==> config.mk <==
export PLATFORM = sky130hd
export DESIGN_NAME = fifo_rr_arbiter
export DESIGN_NICKNAME = d
export VERILOG_FILES = /design/src/rtl/fifo_rr_arbiter.sv
export SDC_FILE = /design/constraint.sdc
export NUM_CORES = 1
export LEC_CHECK = 0
export ABC_AREA = 0
export BUFFER_PORTS_ARGS = -buffer_cell sky130_fd_sc_hd__buf_2
export CORE_ASPECT_RATIO = 1.2
export CORE_UTILIZATION = 45
export CTS_BUF_LIST = sky130_fd_sc_hd__clkbuf_2
export DETAILED_ROUTE_END_ITERATION = 16
export GPL_ROUTABILITY_DRIVEN = 0
export GPL_TIMING_DRIVEN = 0
export PLACE_DENSITY = 0.81
export SETUP_SLACK_MARGIN = 0.1
export SKIP_CTS_REPAIR_TIMING = 1
export SYNTH_ARGS = -nofsm -noshare
export SYNTH_HDL_FRONTEND = slang
export SYNTH_SLANG_ARGS = --single-unit
==> constraint.sdc <==
create_clock -name clk -period 4.6 [get_ports clk]
set_clock_uncertainty 0.2 [all_clocks]
set_input_delay 0.23 -clock clk [delete_from_list [all_inputs] [get_ports clk]]
set_output_delay 0.23 -clock clk [all_outputs]
set_load 0.01 [all_outputs]
==> src/rtl/fifo_rr_arbiter.sv <==
// Round-robin scheduler draining four ingress FIFOs into one egress FIFO.
// Each grant pops at most MAX_BURST words, and egress pause/full stall scheduling.
module fifo_rr_arbiter #(
  parameter int DATA_SIZE = 8,
  parameter int MAX_BURST = 4
) (
  input  logic                   clk,
  input  logic                   reset,
  input  logic [3:0]             fifo_empty_in,
  input  logic [4*DATA_SIZE-1:0] data_in,
  input  logic                   out_pause,
  input  logic                   out_full,
  output logic [3:0]             pop,
  output logic                   push,
  output logic [DATA_SIZE-1:0]   data_out,
  output logic [1:0]             grant_idx,
  output logic [1:0]             arb_state,
  output logic                   busy
);

  typedef enum logic [1:0] {
    IDLE  = 2'd0,
    GRANT = 2'd1,
    HOLD  = 2'd2
  } state_t;

  localparam logic [3:0] BurstLast = 4'(MAX_BURST - 1);

  state_t     state_q, state_d;
  logic [1:0] grant_q, grant_d;
  logic [3:0] burst_q, burst_d;
  logic       push_q;
  logic [1:0] sel_q;

  logic       stall;
  logic       can_pop;
  logic       found;
  logic [1:0] next_idx;
  logic [1:0] cand;

  assign stall   = out_pause | out_full;
  assign can_pop = (state_q == GRANT) && !fifo_empty_in[grant_q] && !stall;
  assign pop     = can_pop ? (4'b0001 << grant_q) : 4'b0000;

  // Search grant+1, +2, +3, then grant itself; walking backwards lets the
  // nearest non-empty candidate overwrite the farther ones.
  always_comb begin
    found    = 1'b0;
    next_idx = grant_q;
    cand     = grant_q;
    for (int k = 4; k >= 1; k--) begin
      cand = grant_q + 2'(k);
      if (!fifo_empty_in[cand]) begin
        found    = 1'b1;
        next_idx = cand;
      end
    end
  end

  always_comb begin
    state_d = state_q;
    grant_d = grant_q;
    burst_d = burst_q;
    case (state_q)
      IDLE: begin
        if (found && !stall) begin
          state_d = GRANT;
          grant_d = next_idx;
          burst_d = 4'd0;
        end
      end
      GRANT: begin
        if (stall) begin
          state_d = HOLD;
        end else if ((can_pop && burst_q == BurstLast) || fifo_empty_in[grant_q]) begin
          burst_d = 4'd0;
          if (found) grant_d = next_idx;
          else       state_d = IDLE;
        end else if (can_pop) begin
          burst_d = burst_q + 4'd1;
        end
      end
      HOLD: begin
        if (!stall) state_d = GRANT;
      end
      default: state_d = IDLE;
    endcase
  end

  always_ff @(posedge clk or negedge reset) begin
    if (!reset) begin
      state_q <= IDLE;
      grant_q <= 2'd3;
      burst_q <= 4'd0;
      push_q  <= 1'b0;
      sel_q   <= 2'd0;
    end else begin
      state_q <= state_d;
      grant_q <= grant_d;
      burst_q <= burst_d;
      push_q  <= |pop;
      sel_q   <= grant_q;
    end
  end

  // The ingress FIFO presents the popped word one cycle after the pop edge.
  assign push      = push_q;
  assign data_out  = push_q ? data_in[sel_q*DATA_SIZE +: DATA_SIZE] : '0;
  assign grant_idx = grant_q;
  assign arb_state = state_q;
  assign busy      = (state_q != IDLE) | push_q;

endmodule

==> results of run 1 <==
per-layer routing:
| layer | GRT usage (%) | vias up | wire (µm) |
|---|---|---|---|
| li1 | - | 507 | - |
| met1 | 19.3 | 493 | 936 |
| met2 | 42.3 | 47 | 1390 |
| met3 | 1.98 | 4 | 195 |
| met4 | 7.35 | 0 | 28 |
| met5 | 0 | - | 0 |
placed cells by master (no fill, tap or decap), drive strengths merged, types with 3 or more instances in the layout:
| cell type | netlist | final |
|---|---|---|
| ha | 5 | 5 |
| mux2 | 3 | 3 |
| clkbuf | 2 | 6 |
| nor2 | 6 | 6 |
| o21ai | 8 | 8 |
| buf | 3 | 59 |
| and2 | 12 | 12 |
| dfrtp | 9 | 9 |
| nand2b | 3 | 3 |
| inv | 4 | 4 |
| nand2 | 10 | 10 |
| dlygate4sd3 | 0 | 3 |
| mux4 | 8 | 8 |
through the flow:
step                total power, mW  worst slack (ns)  cell area (µm²)  util, %  hold slack [ns]
floorplan                     0.419              2.45             1040        -           -0.266
global placement              0.489              2.38             1360     64.1          -0.0987
detailed placement            0.499              2.36             1360     64.1          -0.0949
CTS                           0.554              2.20             1380     65.0           -0.386
global route                  0.599              2.13             1410     66.4           0.0787
finish                        0.554              2.21             1410     66.4           0.0696
kinds of logic (layout without fill, tap and decap cells):
kind of cell / after synthesis / after routing / share of synthesized area [%]
compound gates: 24 / 24 / 19.0
xor+xnor: 1 / 1 / 0.844
fa+ha+maj: 5 / 5 / 6.02
buf+inv: 9 / 72 / 4.22
flops: 11 / 11 / 26.7
mux: 13 / 13 / 22.9
simple gates: 38 / 38 / 20.2
state kept, by name (all words and copies together) (netlist names):
name / count
burst_q: 4
arb_state: 2
grant_idx: 2
sel_q: 2
push: 1
where the power goes:
part,internal (mW),leakage (nW),switching [mW]
Clock,0.0231,0.0166,0.0318
Combinational,0.183,0.562,0.164
Sequential,0.127,0.139,0.0257
final timing paths:
| kind | endpoint | slack [ns] |
|---|---|---|
| setup / recovery | pop[1] | 2.21 |
| hold / removal | arb_state[1] | 0.07 |
| setup reg to reg | grant_idx[0] | 2.35 |
| hold reg to reg | sel_q[1] | 0.25 |
| max in group asynchronous | grant_idx[0] | 3.78 |
| min in group asynchronous | burst_q[2] | 0.16 |
worst max-delay path, cell delays in order (launching register included):
cell and delay [ns]:
dfstp_2 0.59, buf_6 0.14, mux2_4 0.30, a2bb2oi_2 0.15
and2b_1 0.25, and2_1 0.15, buf_2 0.12
area by class of cell:
type	count	area [µm²]	share of cell area, %
clock buffers	4	20.0	1.42
inverters	4	15.0	1.07
flip-flops and latches	11	278	19.8
repair buffers	59	310	22.1
multi-input cells	81	717	51.0
well taps	30	37.5	2.67
plain buffers	5	28.8	2.05
==> results.yml, run 1 <==
yosys:
  synth_seq_area_share_pct: 26.7
  synth-warning-count: 0
  most_instantiated_library_cell_after_synthesis: "and2_1"
  syn-num-nets: 146
  yosys-top-cells-count: "and2_1, nand2_1, dfrtp_1"
  yosys_most_used_dff: "dfrtp_1"
  yosys-top-cells-area: "dfrtp_1, mux4_2, and2_1, ha_1, dfstp_2"
  gate_count_after_technology_mapping: 101
  yosys.area.top_type_share_pct: 21.7
  post_synth_instance_area_um2: 1040
  edff_count_synth: 0
  syn_area_per_cell_um2: 10.3
  postSynthRegisterBits: 11
  async_reset_ff_share_pct: 100
  synth_cell_types: 42
  yosysTopAreaCell: "dfrtp_1"
status:
  status: "finished, final reports clean"
clock_network:
  cts_made_buffers: 3
  clk_latency_ns: 0.25
  cts.sinks: 11
  total_number_of_h_tree_levels: 1
  clk_pin_slew_ns: 0.10
  ctsRootBufferMaster: "clkbuf_2"
  tritoncts: "done"
  clock_tree.buffer_depth: 2
sta:
  setup_violations: 0
  hold_viol: 0
  final_max_slew_viol_count: 0
  tightest_slew_ns: 0.499
  total_negative_setup_slack_ns: 0
  worst_slew_margin_rel_pct: 66.5
  min_period_ns: 2.39
  clock.fmax_mhz: 419
  final.period_utilization_pct: 51.9
  rsz0062_at_grt: "false"
finish:
  post_route_cells_drive_above_1_share_pct: 49.4
  nets_finish: 210
  final.fill_count: 190
  finish.cell_count_without_fillers: 194
  syn_to_final_growth_pct: 35.4
  antenna-diode-count: 0
global_routing:
  grt_antenna_before_repair: 0
  global_route.usage.total_pct: 20.2
  grt_pass1_vias: 953
  grt_overflow_total: 0
  grt_first_pass_wirelength_mm: 3.66
  grt_max_degree: 12
min_path:
  min_delay_path_depth: 3
  hold_start: "out_pause"
  min-delay-path-class: "in -> reg"
placement:
  post-dp-hpwl_mm: 2.12
  numPlacedInstances: 187
  port-buffer-count: 56
routing:
  wl_per_cell_um: 13.1
  routed_via_count: 1051
  post_route_drc: 0
  routed_wirelength_mm: 2.55
  vias_per_cell: 5.42
  drtIter0Drc: 9
  detailedRoute.firstPassIterationCount: 4
  antenna_left: 0
floorplan:
  chipWidth_um: 45.9
  die_height_um: 54.6
  boundaryPins: 58
  floorplan.core_area_um2: 2120
  rows: 18
  design.die.area_um2: 2500
  initial_utilization_pct: 49.1
run:
  maxCapViolCount: 0
power_and_ir_drop:
  powerDensity_nw_per_um2: 394
  vdd_drop_max_v: 0.000261
  p_leak_nw: 0.717
setup_path:
  cp_data_arrival_time_ns: 1.96
  critical_path.max_fanout: 7
  ff2ff_path_depth: 7
  path_class: "reg -> out"
  worst-endpoint-required_ns: 4.17
  timing.rr.start: "grant_idx[0]"
  setup.worst_path.start: "grant_idx[1]"
  critical_path_start_type: "register"
  timing.critical_path.to_type: "primary output"
Power figures use the tool's default switching activity.
==> inputs of run 2 (changes only) <==
--- a/config.mk
+++ b/config.mk
@@ -8,12 +8,12 @@
 export ABC_AREA = 0
 export BUFFER_PORTS_ARGS = -buffer_cell sky130_fd_sc_hd__buf_2
 export CORE_ASPECT_RATIO = 1.2
-export CORE_UTILIZATION = 45
+export CORE_UTILIZATION = 41
 export CTS_BUF_LIST = sky130_fd_sc_hd__clkbuf_2
 export DETAILED_ROUTE_END_ITERATION = 16
 export GPL_ROUTABILITY_DRIVEN = 0
 export GPL_TIMING_DRIVEN = 0
-export PLACE_DENSITY = 0.81
+export PLACE_DENSITY = 0.78
 export SETUP_SLACK_MARGIN = 0.1
 export SKIP_CTS_REPAIR_TIMING = 1
 export SYNTH_ARGS = -nofsm -noshare
==> constraint.sdc (replaced) <==
create_clock -name clk -period 2.06 [get_ports clk]
set_clock_uncertainty 0.2 [all_clocks]
set_input_delay 0.103 -clock clk [delete_from_list [all_inputs] [get_ports clk]]
set_output_delay 0.103 -clock clk [all_outputs]
set_load 0.01 [all_outputs]
==> results.yml, run 2 (synthesis gave the netlist of run 1 again) <==
status:
  status: "finished, violations left"
  violations: "hold timing, setup timing"
setup_path:
  worst-endpoint-required_ns: 1.76
  timing.critical_path.cells: "buf_6, mux2_4, a2bb2oi_2, and2b_2, and2_4, buf_6"
  crit_path_frequent_cell: "buf_6"
  rrSetupSlack_ns: -0.13
  rr_endpoint: "grant_idx[0]"
  timing.rr.start: "grant_idx[1]"
  critPathSlowestCell: "dfstp_2"
  critical_path.max_fanout: 6
  critical_path_start_type: "register"
  cp_data_arrival_time_ns: 1.91
  timing.critical_path.to_type: "primary output"
  path_class: "reg -> out"
  ff2ff_path_depth: 8
  cpPeakStageDelay_ns: 0.56
sta:
  tightest_slew_ns: 0.660
  worst_slew_margin_rel_pct: 55.7
  setup_violations: 6
  clock.fmax_mhz: 451
  min_period_ns: 2.22
  final.period_utilization_pct: 108
  fin_hold_ws_ns: -0.187
  hold_viol: 1
  rsz0062_at_grt: "true"
  final_critical_path_setup_slack_ns: -0.157
  final_max_slew_viol_count: 0
finish:
  mostFrequentLayoutCell: "buf_2"
  final-seq-area_um2: 278
  final.fill_count: 189
  stdcell_area_um2: 1550
  syn_to_final_growth_pct: 49.2
  layout_common_cells: "buf_2, nand2_1, dfrtp_1"
  antenna-diode-count: 0
  largest_register_ffs: 4
  nets_finish: 216
  reg_with_most_ffs: "burst_q"
  area_used_by_multi_input_combinational_logic_um2: 774
  post_route_cells_drive_above_1_share_pct: 59.4
floorplan:
  boundaryPins: 58
  chipWidth_um: 47.9
  rows: 19
  design.die.area_um2: 2740
  die_height_um: 57.1
  floorplan.core_area_um2: 2350
  initial_utilization_pct: 44.1
global_routing:
  grt_overflow_total: 0
  global_route.usage.total_pct: 19.8
  grt_pass1_vias: 974
  grt_antenna_before_repair: 0
  grt_max_degree: 12
  grt_first_pass_wirelength_mm: 3.88
placement:
  port-buffer-count: 56
  dpl_cell_area_um2: 1380
  post-dp-hpwl_mm: 2.18
clock_network:
  clock_tree.buffer_depth: 2
  cts_made_buffers: 3
  cts.sinks: 11
  ctsRootBufferMaster: "clkbuf_2"
  clk_pin_slew_ns: 0.12
  clk_latency_ns: 0.28
  tritoncts: "done"
  total_number_of_h_tree_levels: 1
routing:
  wl_per_cell_um: 14.8
  routed_via_count: 1104
  drtIter0Drc: 20
  post_route_drc: 0
  vias_per_cell: 5.49
  routed_wirelength_mm: 2.97
  detailedRoute.firstPassIterationCount: 4
  antenna_left: 0
power_and_ir_drop:
  post-layout-total-power_mw: 1.49
  vdd_drop_max_v: 0.000681
  powerDensity_nw_per_um2: 962
  p_leak_nw: 0.768
min_path:
  min-delay-path-class: "in -> reg"
  worstHoldEndpoint: "arb_state[0]"
  hold_start: "out_full"
  min_delay_path_depth: 2
run:
  maxCapViolCount: 0
[run 2: cell count changes in the layout (fill, tap and decap cells not counted), moves of 4 or more]
cell    before  now
buf_4        0    7
buf_6        1    6
buf_2       58   53
and2_4       0    4
and2_1      12    8
[run 2: per-layer routing]
layer  vias up  wire length, µm  GRT usage (%)
li1        516                -              -
met1       518             1070           19.3
met2        63             1600           37.6
met3         7              227           1.58
met4         0               70           10.3
met5         -                0              0
[run 2: how the worst max path moves through the flow]
stage               depth (start not counted)            to          from
detailed placement                          6  grant_idx[1]  grant_idx[1]
CTS                                         6        pop[0]  grant_idx[1]
global placement                            6  grant_idx[1]  grant_idx[1]
floorplan                                   6  grant_idx[1]  grant_idx[1]
global route                                6        pop[1]  grant_idx[1]
finish                                      6        pop[1]  grant_idx[1]
[run 2: critical path, delay by kind of cell (launching register included)]
kind | cells | cell delay (ns)
DFF | 1 | 0.56
and+or+nand+nor | 2 | 0.41
AOI/OAI and AO/OA | 1 | 0.14
muxes | 1 | 0.30
buffers and inverters | 2 | 0.23
[run 2: power by group]
| part | leakage, nW | internal, mW | switching [mW] |
|---|---|---|---|
| Clock | 0.0166 | 0.0515 | 0.0767 |
| Combinational | 0.612 | 0.564 | 0.432 |
| Sequential | 0.139 | 0.284 | 0.0827 |
| Total | 0.768 | 0.899 | 0.591 |
[run 2: final cells by class]
class,count,share of cell area [%]
plain buffers,4,2.42
clock buffers,4,1.29
inverters,4,1.21
multi-input cells,81,50.0
flip-flops and latches,11,17.9
well taps,31,2.50
repair buffers,66,24.6
[run 2: through the flow]
step	worst slack, ns	utilization [%]	cells	TNS, ns
3_5_place_dp	-0.0791	58.6	188	-0.133
6_report	-0.157	65.8	201	-0.806
5_1_grt	-0.212	65.8	201	-1.18
3_3_place_gp	-0.0651	58.6	188	-0.0870
4_1_cts	-0.223	59.5	192	-1.05
2_1_floorplan	-0.0280	-	101	-0.0280
==> inputs of run 3 (changes only) <==
--- a/config.mk
+++ b/config.mk
@@ -7,13 +7,15 @@
 export LEC_CHECK = 0
 export ABC_AREA = 0
 export BUFFER_PORTS_ARGS = -buffer_cell sky130_fd_sc_hd__buf_2
+export CELL_PAD_IN_SITES_DETAIL_PLACEMENT = 0
+export CELL_PAD_IN_SITES_GLOBAL_PLACEMENT = 1
 export CORE_ASPECT_RATIO = 1.2
-export CORE_UTILIZATION = 41
+export CORE_UTILIZATION = 30
 export CTS_BUF_LIST = sky130_fd_sc_hd__clkbuf_2
 export DETAILED_ROUTE_END_ITERATION = 16
 export GPL_ROUTABILITY_DRIVEN = 0
 export GPL_TIMING_DRIVEN = 0
-export PLACE_DENSITY = 0.78
+export PLACE_DENSITY = 0.79
 export SETUP_SLACK_MARGIN = 0.1
 export SKIP_CTS_REPAIR_TIMING = 1
 export SYNTH_ARGS = -nofsm -noshare
==> results.yml, run 3 (synthesis gave the netlist of run 1 again) <==
setup_path:
  timing.critical_path.to_type: "primary output"
  path_class: "reg -> out"
  critical_path.max_fanout: 5
  critical_path_start_type: "register"
  cp_data_arrival_time_ns: 1.94
  worst-endpoint-required_ns: 1.76
sta:
  setup_violations: 7
  min_period_ns: 2.24
  rsz0062_at_grt: "true"
  worst_slew_margin_rel_pct: 68.7
  hold_viol: 0
  final.period_utilization_pct: 109
  final_critical_path_setup_slack_ns: -0.179
  clock.fmax_mhz: 447
  fin_hold_ws_ns: 0.0198
  tightest_slew_ns: 0.466
  final_max_slew_viol_count: 0
clock_network:
  tritoncts: "done"
  clk_pin_slew_ns: 0.11
  clock_tree.buffer_depth: 2
  total_number_of_h_tree_levels: 1
  cts_made_buffers: 3
  ctsRootBufferMaster: "clkbuf_2"
  clk_latency_ns: 0.26
  cts.sinks: 11
status:
  violations: "setup timing"
  status: "finished, violations left"
global_routing:
  grt_max_degree: 12
  groute.layer.met1.usage_pct: 13.5
  grt_most_used_layer: "met2"
  global_route.usage.total_pct: 14.5
  grt_first_pass_wirelength_mm: 4.24
  grt_antenna_before_repair: 0
  gr_util_met2_pct: 29.4
  globalRouteMet3Util_pct: 4.08
  grt_pass1_vias: 1011
  grt_overflow_total: 0
floorplan:
  floorplan.core_area_um2: 3310
  rows: 23
  boundaryPins: 58
  initial_utilization_pct: 31.4
  chipWidth_um: 55.7
  die_height_um: 66.5
  design.die.area_um2: 3700
routing:
  drtIter0Drc: 53
  antenna_left: 0
  wl_per_cell_um: 13.8
  post_route_drc: 0
  routed_via_count: 1109
  detailedRoute.firstPassIterationCount: 4
  routed_wirelength_mm: 2.92
  vias_per_cell: 5.26
finish:
  post_route_cells_drive_above_1_share_pct: 59.2
  layout_common_cells: "buf_2, nand2_1, dfrtp_1, buf_4"
  final.fill_count: 329
  mostFrequentLayoutCell: "buf_2"
  antenna-diode-count: 0
  syn_to_final_growth_pct: 53.4
  reg_with_most_ffs: "burst_q"
  nets_finish: 220
  largest_register_ffs: 4
power_and_ir_drop:
  share_of_power_burned_in_registers_pct: 24.7
  power.switching_fraction_pct: 38.6
  share_clk_of_total_power_pct: 8.2
  p_leak_nw: 0.788
  cellInternalPower_mw: 0.933
  powerDensity_nw_per_um2: 954
  power_switching_mw: 0.586
  vdd_drop_max_v: 0.000556
  combPwrFrac_pct: 67.0
run:
  maxCapViolCount: 0
placement:
  port-buffer-count: 56
  place_worst_setup_slack_ns: -0.0864
  post-dp-hpwl_mm: 2.26
min_path:
  min-delay-path-class: "in -> async"
==> run 3: changes by cell type in the layout (fill, tap and decap cells not counted), sizes merged <==
cell / change
buf: +3
dlygate4sd3: +1
==> run 3: per-layer routing <==
layer  vias up  wire, µm  part of all wire, %
met5         -         0                    0
met4         0        37                  1.3
met3         5       285                  9.8
met2        60      1570                   54
met1       517      1030                   35
li1        527         -                    -
==> run 3: final cells by class <==
cell class / instances / area, µm² / share of cell area (%)
buffer: 4 / 37.5 / 2.36
clock buffer: 4 / 20.0 / 1.26
inverter: 4 / 18.8 / 1.18
multi-input combinational: 81 / 768 / 48.2
sequential: 11 / 278 / 17.4
tap: 37 / 46.3 / 2.91
timing repair buffer: 70 / 424 / 26.6
==> run 3: critical path, cell delays in order, from the launching register on <==
cell	delay, ns
dfstp_2	0.60
buf_6	0.13
mux2_4	0.30
a2bb2oi_2	0.14
and2b_2	0.26
and2_4	0.15
buf_6	0.09
==> run 3: final timing paths <==
kind	end	start	depth (start not counted)	slack, ns
max	pop[3]	grant_idx[1]	6	-0.18
max in group asynchronous	grant_idx[1]	reset	2	1.38
min	burst_q[3]	reset	2	0.02
min in group clk	grant_idx[0]	out_pause	4	0.06
min reg2reg	sel_q[0]	grant_idx[0]	0	0.25
max reg2reg	grant_idx[0]	grant_idx[1]	8	-0.13
==> run 3: power by group through the flow <==
stage | clock [mW] | sequential (mW) | combinational [mW]
after CTS | 0.125 | 0.351 | 0.843
after global routing | 0.139 | 0.387 | 1.10
after global placement | 0 | 0.351 | 0.814
after detailed placement | 0 | 0.354 | 0.840
final | 0.125 | 0.376 | 1.02
after floorplan | 0 | 0.351 | 0.640
==> run 3: stage by stage <==
| step | instance area (µm²) | util (%) | total power, mW | cells | TNS, ns |
|---|---|---|---|---|---|
| global placement | 1390 | 41.9 | 1.17 | 194 | -0.103 |
| finish | 1590 | 48.1 | 1.52 | 211 | -1.00 |
| detailed placement | 1390 | 41.9 | 1.19 | 194 | -0.135 |
| CTS | 1410 | 42.5 | 1.32 | 198 | -1.08 |
| global route | 1590 | 48.1 | 1.62 | 211 | -1.81 |
| floorplan | 1060 | - | 0.991 | 101 | -0.0280 |
